$ cat config.mk
export PLATFORM = sky130hd
export DESIGN_NAME = mdio_arbiter
export DESIGN_NICKNAME = d
export VERILOG_FILES = /design/src/rtl/mdio_arb_pkg.sv /design/src/rtl/mdio_rr_pick.sv /design/src/rtl/mdio_arbiter.sv
export SDC_FILE = /design/constraint.sdc
export NUM_CORES = 1
export LEC_CHECK = 0
export BUFFER_PORTS_ARGS = -buffer_cell sky130_fd_sc_hd__buf_2
export CAP_MARGIN = 20
export CORE_ASPECT_RATIO = 0.5
export CORE_MARGIN = 2
export CORE_UTILIZATION = 45
export DETAILED_ROUTE_END_ITERATION = 6
export GPL_TIMING_DRIVEN = 0
export PLACE_DENSITY = 0.79
export SYNTH_ARGS = -nofsm -noshare
export SYNTH_HDL_FRONTEND = slang
export SYNTH_SLANG_ARGS = --single-unit
$ cat constraint.sdc
create_clock -name clock -period 1.85 [get_ports clock]
set_input_delay 0.0925 -clock clock [delete_from_list [all_inputs] [get_ports clock]]
set_output_delay 0.0925 -clock clock [all_outputs]
set_load 0.02 [all_outputs]
$ cat src/rtl/mdio_arb_pkg.sv
// Shared types and constants for the MDIO engine arbiter.
// Used by mdio_rr_pick and mdio_arbiter.
package mdio_arb_pkg;

    localparam int MDIO_ADDR_W = 5;
    localparam int MDIO_DATA_W = 16;

    // Read data returned when a transaction is abandoned by the watchdog
    localparam logic [MDIO_DATA_W-1:0] TIMEOUT_RDATA = 16'hFFFF;

    typedef enum logic [1:0] {
        IDLE,
        ISSUE,
        WAIT_BUSY,
        WAIT_DONE
    } arb_state_e;

    // Fold an index in [0, 2n) back into [0, n)
    function automatic int rr_wrap(input int idx, input int n);
        return (idx >= n) ? idx - n : idx;
    endfunction

endpackage

$ cat src/rtl/mdio_rr_pick.sv
// Combinational round-robin picker: first valid requester
// at or after the pointer, wrapping modulo NREQ.
module mdio_rr_pick
    import mdio_arb_pkg::*;
#(
    parameter int NREQ  = 2,
    parameter int IDX_W = 1
) (
    input  logic [NREQ-1:0]  valid_i,
    input  logic [IDX_W-1:0] ptr_i,
    output logic             any_o,
    output logic [IDX_W-1:0] idx_o
);

    logic [IDX_W-1:0] cand;

    // Scan from farthest to nearest so the nearest valid slot wins
    always_comb begin
        any_o = 1'b0;
        idx_o = '0;
        cand  = '0;
        for (int k = NREQ - 1; k >= 0; k--) begin
            cand = IDX_W'(rr_wrap(int'(ptr_i) + k, NREQ));
            if (valid_i[cand]) begin
                any_o = 1'b1;
                idx_o = cand;
            end
        end
    end

endmodule

$ cat src/rtl/mdio_arbiter.sv
// Round-robin arbiter sharing one MDIO engine among NREQ requesters.
// Optional watchdog enabled by defining MDIO_ARB_TIMEOUT_EN.
module mdio_arbiter
    import mdio_arb_pkg::*;
#(
    parameter int NREQ           = 2,
    parameter int TIMEOUT_CYCLES = 4096
) (
    input  logic                          clock,
    input  logic                          reset_n,
    input  logic [NREQ-1:0]               req_valid,
    input  logic [NREQ-1:0]               req_write,
    input  logic [NREQ*MDIO_ADDR_W-1:0]   req_addr,
    input  logic [NREQ*MDIO_DATA_W-1:0]   req_wdata,
    output logic [NREQ-1:0]               req_ack,
    output logic [MDIO_DATA_W-1:0]        rsp_rdata,
    output logic                          rsp_err,
    output logic                          busy,
    output logic [MDIO_ADDR_W-1:0]        mdio_addr,
    output logic [MDIO_DATA_W-1:0]        mdio_wr_data,
    output logic                          mdio_rd_request,
    output logic                          mdio_wr_request,
    input  logic                          mdio_ready,
    input  logic [MDIO_DATA_W-1:0]        mdio_rd_data
);

    localparam int IDX_W = $clog2(NREQ);

    if (NREQ < 2 || NREQ > 8 || TIMEOUT_CYCLES < 2) begin : g_bad_cfg
        $error("mdio_arbiter: unsupported NREQ or TIMEOUT_CYCLES");
    end

    arb_state_e             state_q, state_d;
    logic [IDX_W-1:0]       grant_q, grant_d;
    logic [IDX_W-1:0]       ptr_q, ptr_d;
    logic                   wr_q, wr_d;
    logic [MDIO_ADDR_W-1:0] addr_q, addr_d;
    logic [MDIO_DATA_W-1:0] wdata_q, wdata_d;
    logic [NREQ-1:0]        ack_q, ack_d;
    logic [MDIO_DATA_W-1:0] rdata_q, rdata_d;
    logic                   pick_any;
    logic [IDX_W-1:0]       pick_idx;
    logic [IDX_W-1:0]       grant_nxt;

`ifdef MDIO_ARB_TIMEOUT_EN
    localparam int WD_W = $clog2(TIMEOUT_CYCLES);
    logic [WD_W-1:0] wd_q, wd_d;
    logic            err_q, err_d;
`endif

    mdio_rr_pick #(
        .NREQ  (NREQ),
        .IDX_W (IDX_W)
    ) u_pick (
        .valid_i (req_valid),
        .ptr_i   (ptr_q),
        .any_o   (pick_any),
        .idx_o   (pick_idx)
    );

    assign grant_nxt = (grant_q == IDX_W'(NREQ - 1)) ? '0 : grant_q + 1'b1;

    // Next-state: grant, issue, wait for the engine frame, acknowledge
    always_comb begin
        state_d = state_q;
        grant_d = grant_q;
        ptr_d   = ptr_q;
        wr_d    = wr_q;
        addr_d  = addr_q;
        wdata_d = wdata_q;
        ack_d   = '0;
        rdata_d = rdata_q;
`ifdef MDIO_ARB_TIMEOUT_EN
        wd_d    = wd_q;
        err_d   = err_q;
`endif
        unique case (state_q)
            IDLE: begin
                if (mdio_ready && pick_any) begin
                    grant_d = pick_idx;
                    wr_d    = req_write[pick_idx];
                    addr_d  = req_addr[pick_idx*MDIO_ADDR_W +: MDIO_ADDR_W];
                    wdata_d = req_wdata[pick_idx*MDIO_DATA_W +: MDIO_DATA_W];
                    state_d = ISSUE;
                end
            end
            ISSUE: begin
                state_d = WAIT_BUSY;
`ifdef MDIO_ARB_TIMEOUT_EN
                wd_d    = '0;
`endif
            end
            WAIT_BUSY: begin
                if (!mdio_ready) begin
                    state_d = WAIT_DONE;
                end
            end
            WAIT_DONE: begin
                if (mdio_ready) begin
                    ack_d[grant_q] = 1'b1;
                    rdata_d = wr_q ? '0 : mdio_rd_data;
                    ptr_d   = grant_nxt;
                    state_d = IDLE;
`ifdef MDIO_ARB_TIMEOUT_EN
                    err_d   = 1'b0;
`endif
                end
            end
            default: state_d = IDLE;
        endcase
`ifdef MDIO_ARB_TIMEOUT_EN
        // A normal completion in the same cycle wins over the watchdog
        if ((state_q == WAIT_BUSY || state_q == WAIT_DONE) &&
            state_d != IDLE) begin
            if (wd_q == WD_W'(TIMEOUT_CYCLES - 1)) begin
                ack_d[grant_q] = 1'b1;
                rdata_d = TIMEOUT_RDATA;
                err_d   = 1'b1;
                ptr_d   = grant_nxt;
                state_d = IDLE;
            end else begin
                wd_d = wd_q + 1'b1;
            end
        end
`endif
    end

    // State and transaction registers; reset aborts without an ack
    always_ff @(posedge clock or negedge reset_n) begin
        if (!reset_n) begin
            state_q <= IDLE;
            grant_q <= '0;
            ptr_q   <= '0;
            wr_q    <= 1'b0;
            addr_q  <= '0;
            wdata_q <= '0;
            ack_q   <= '0;
            rdata_q <= '0;
        end else begin
            state_q <= state_d;
            grant_q <= grant_d;
            ptr_q   <= ptr_d;
            wr_q    <= wr_d;
            addr_q  <= addr_d;
            wdata_q <= wdata_d;
            ack_q   <= ack_d;
            rdata_q <= rdata_d;
        end
    end

`ifdef MDIO_ARB_TIMEOUT_EN
    // Watchdog counter and error flag
    always_ff @(posedge clock or negedge reset_n) begin
        if (!reset_n) begin
            wd_q  <= '0;
            err_q <= 1'b0;
        end else begin
            wd_q  <= wd_d;
            err_q <= err_d;
        end
    end

    assign rsp_err = err_q;
`else
    assign rsp_err = 1'b0;
`endif

    assign req_ack         = ack_q;
    assign rsp_rdata       = rdata_q;
    assign busy            = (state_q != IDLE);
    assign mdio_addr       = addr_q;
    assign mdio_wr_data    = wdata_q;
    assign mdio_rd_request = (state_q == ISSUE) && !wr_q;
    assign mdio_wr_request = (state_q == ISSUE) && wr_q;

endmodule

==> out/results.ini <==
[critical_path]
setup.reg_to_reg.worst_slack_ps = 170
critPathMaxFanout = 5
cp_slowest_stage_delay_ps = 440
critPathArrivalTime_ps = 1860
worst-setup-path-type = reg2reg
start_kind = flop
cp_cell_sequence = inv_1, ha_1, and2_0, o32ai_1, mux2_1
critical-path-slowest-cell = dfrtp_1
required_ps = 2030
worstSetupEndpointType = flop

[power_and_ir_drop]
internal_power_w = 0.00249
p_per_area_nw_per_um2 = 1520
switchingPower_w = 0.00183
power_leakage_nw = 1.39
pwr-share-seq_pct = 37.3
ir_worst_vdd_mv = 0.592
pwr-share-comb_pct = 48.3
clock_power_share_pct = 14.4
sw_frac_of_total_pct = 42.3

[sta]
fin_skew_ps = 4.21
fmax_mhz = 597
worstMarginPinSlew_ps = 941
finalSetupViolCount = 0
grt_setup_unrepaired = false
slew-limit-headroom_pct = 37.3
final-max-slew-violation-count = 0
fin_crit_sh_pct = 90.6
setup_total_negative_slack_ps = 0
total_count_of_hold_check_failures_in_the_final_report = 0
final_critical_period_ps = 1680
setup_ws_ps = 174

[cts]
tritoncts = yes
cts_max_level = 2
cts.repair.resized = 0
ctsRootBufferMaster = clkbuf_8
cts.sink_count = 44
cts_made_buffers = 5
worst_setup_hold_path_clk_slew_ps = 80
worst_skew_pair.late_latency_ps = 290
clk_path_buf_depth = 2

[flow_run]
maxCapViolCount = 0

[route]
post_drt_wl_per_cell_um = 13.1
drt_first_pass_iters = 4
via_per_inst = 5.07
drt_drc_violations_left = 0
ant_nets = 0
wirelength_mm = 5.37
dr_total_vias = 2085
dr.first_iter.drc_count = 64

[synthesis]
mappedNetlistArea_um2 = 2130
synth.area.mux_share_pct = 0.528
synth_nets = 300
syn-mean-instance-area_um2 = 9.24
main_combinational_cell_family_by_area_after_synthesis = simple AND/OR/NAND/NOR gates
yosys.area_share.adder_pct = 2.35
yosys_warnings = 0
ys_types = 29
synth-xor-area-share_pct = 0
number_of_synthesized_register_bits = 44
synthCells = 231
synth_simple_gate_area_share_pct = 19.5
synth_compound_gate_area_share_pct = 18.6
yosysSeqAreaShare_pct = 51.6

[place]
detailedPlace.worstSlack_ps = 206
placed_cell_areas_um2 = 2740
place_hpwl_mm = 4.07
place.gp.congestion = 0.768
io_buffer_count = 105

[global_route]
grt_overflow_total = 0
grt_start_max_net_pins = 45
antenna_found_initial = 0
grt_usage_pct = 20.5
first_pass_grt_wire_length_mm = 8.45
first_global_vias = 1961

[cells_and_area]
num-nets-final = 413
filler_cell_count = 392
flow.area_growth_from_synthesis_pct = 33.4
commonest_cells_after_routing_fill_and_taps_aside = buf_2, dfrtp_1, o21ai_0
drive_above_1_share_pct = 35.9
final_common_cell = buf_2
diodes = 0
finish.instance_area_um2 = 2850

[die]
pin_count = 108
fp.dieH_um = 52.7
horizontal_extent_of_the_die_um = 101
placementRows = 17
core_um2 = 4490
design.die.area_um2 = 5340
initial_utilization_pct = 47.5

[run_status]
run_status = completed

[hold_path]
hold_path_class = in2reg

repair_timing:
action / CTS / global route
setup buffers: 0 / 0
endpoints found under the hold margin: 44 / 0
hold buffers: 1 / 0
sequential cells by signal, summed over array words and instances (netlist names):
signal,cells
grant_q,1
mdio_addr,5
mdio_wr_data,16
ptr_q,1
req_ack,2
rsp_rdata,16
state_q,2
wr_q,1
area by class of cell:
type / count / area, um^2 / area share [%]
Timing Repair Buffer: 106 / 536 / 18.8
Buffer: 20 / 135 / 4.75
Clock buffer: 7 / 86.3 / 3.03
Sequential cell: 44 / 1100 / 38.7
Multi-Input combinational cell: 162 / 878 / 30.9
Tap cell: 66 / 82.6 / 2.90
Inverter: 5 / 18.8 / 0.660
Clock inverter: 1 / 7.51 / 0.264
layer usage:
metal | share of wire [%] | vias up | track usage (%)
met5 | 0 | - | 0
met4 | 0.75 | 0 | 9.23
met3 | 5.9 | 4 | 4.80
met2 | 51 | 66 | 36.4
met1 | 42 | 998 | 24.1
li1 | - | 1017 | -
synth_stat cells (all sizes together):
library cell	instances	area, um^2
a21oi	1	5.00
a221o	1	10.0
a31oi	22	150
and2	2	12.5
and2b	1	7.51
buf	9	92.6
clkbuf	11	42.5
conb	1	3.75
dfrtp	44	1100
ha	4	50.1
inv	5	18.8
mux2	1	11.3
nand2	17	63.8
nand2b	17	106
nand3	23	115
nor2	25	93.8
nor2b	2	12.5
nor3	1	5.00
o211a	1	10.0
o21a	1	7.51
o21ai	41	205
o32ai	1	8.76
cell families (layout without fill, tap and decap cells):
logic type,after synthesis,count (layout)
compound gates,68,68
fa+ha+maj,4,4
buf+inv,25,139
flops,44,44
mux,1,1
other cells,1,1
simple gates,88,88
power by group through the flow:
stage / clock (W) / sequential, W / combinational, W
finish: 0.000624 / 0.00161 / 0.00209
CTS: 0.000636 / 0.00161 / 0.00211
detailed placement: 0 / 0.00162 / 0.00211
floorplan: 0 / 0.00206 / 0.000947
global route: 0.000682 / 0.00166 / 0.00231
global placement: 0 / 0.00160 / 0.00205
stage by stage:
stage | utilization [%] | total power (W) | cells | hold slack, ps
floorplan | - | 0.00301 | 231 | -203
global placement | 61.1 | 0.00365 | 402 | 285
detailed placement | 61.1 | 0.00373 | 402 | 298
CTS | 63.4 | 0.00435 | 411 | 40.1
global route | 63.4 | 0.00464 | 411 | 40.3
finish | 63.4 | 0.00432 | 411 | 42.4
worst paths after layout:
check	endpoint	start	depth (start not counted)
max	state_q[1]$_DFFE_PN0P_	state_q[0]$_DFFE_PN0P_	5
min	rsp_rdata[15]$_DFFE_PN0P_	mdio_rd_data[15]	3
max reg2reg	state_q[1]$_DFFE_PN0P_	state_q[0]$_DFFE_PN0P_	5
min reg2reg	req_ack[0]$_DFF_PN0_	grant_q$_DFFE_PN0P_	1
max in group asynchronous	rsp_rdata[15]$_DFFE_PN0P_	reset_n	2
min in group asynchronous	mdio_wr_data[9]$_DFFE_PN0P_	reset_n	2
worst max-delay path: cells and delay by family, from the launching register on:
family / cells / cell delay (ps)
buf+inv: 1 / 100
mux: 1 / 340
fa+ha+maj: 1 / 250
flops: 1 / 440
compound gates: 1 / 290
simple gates: 1 / 140
No activity file was read; power rests on OpenSTA's default activity.
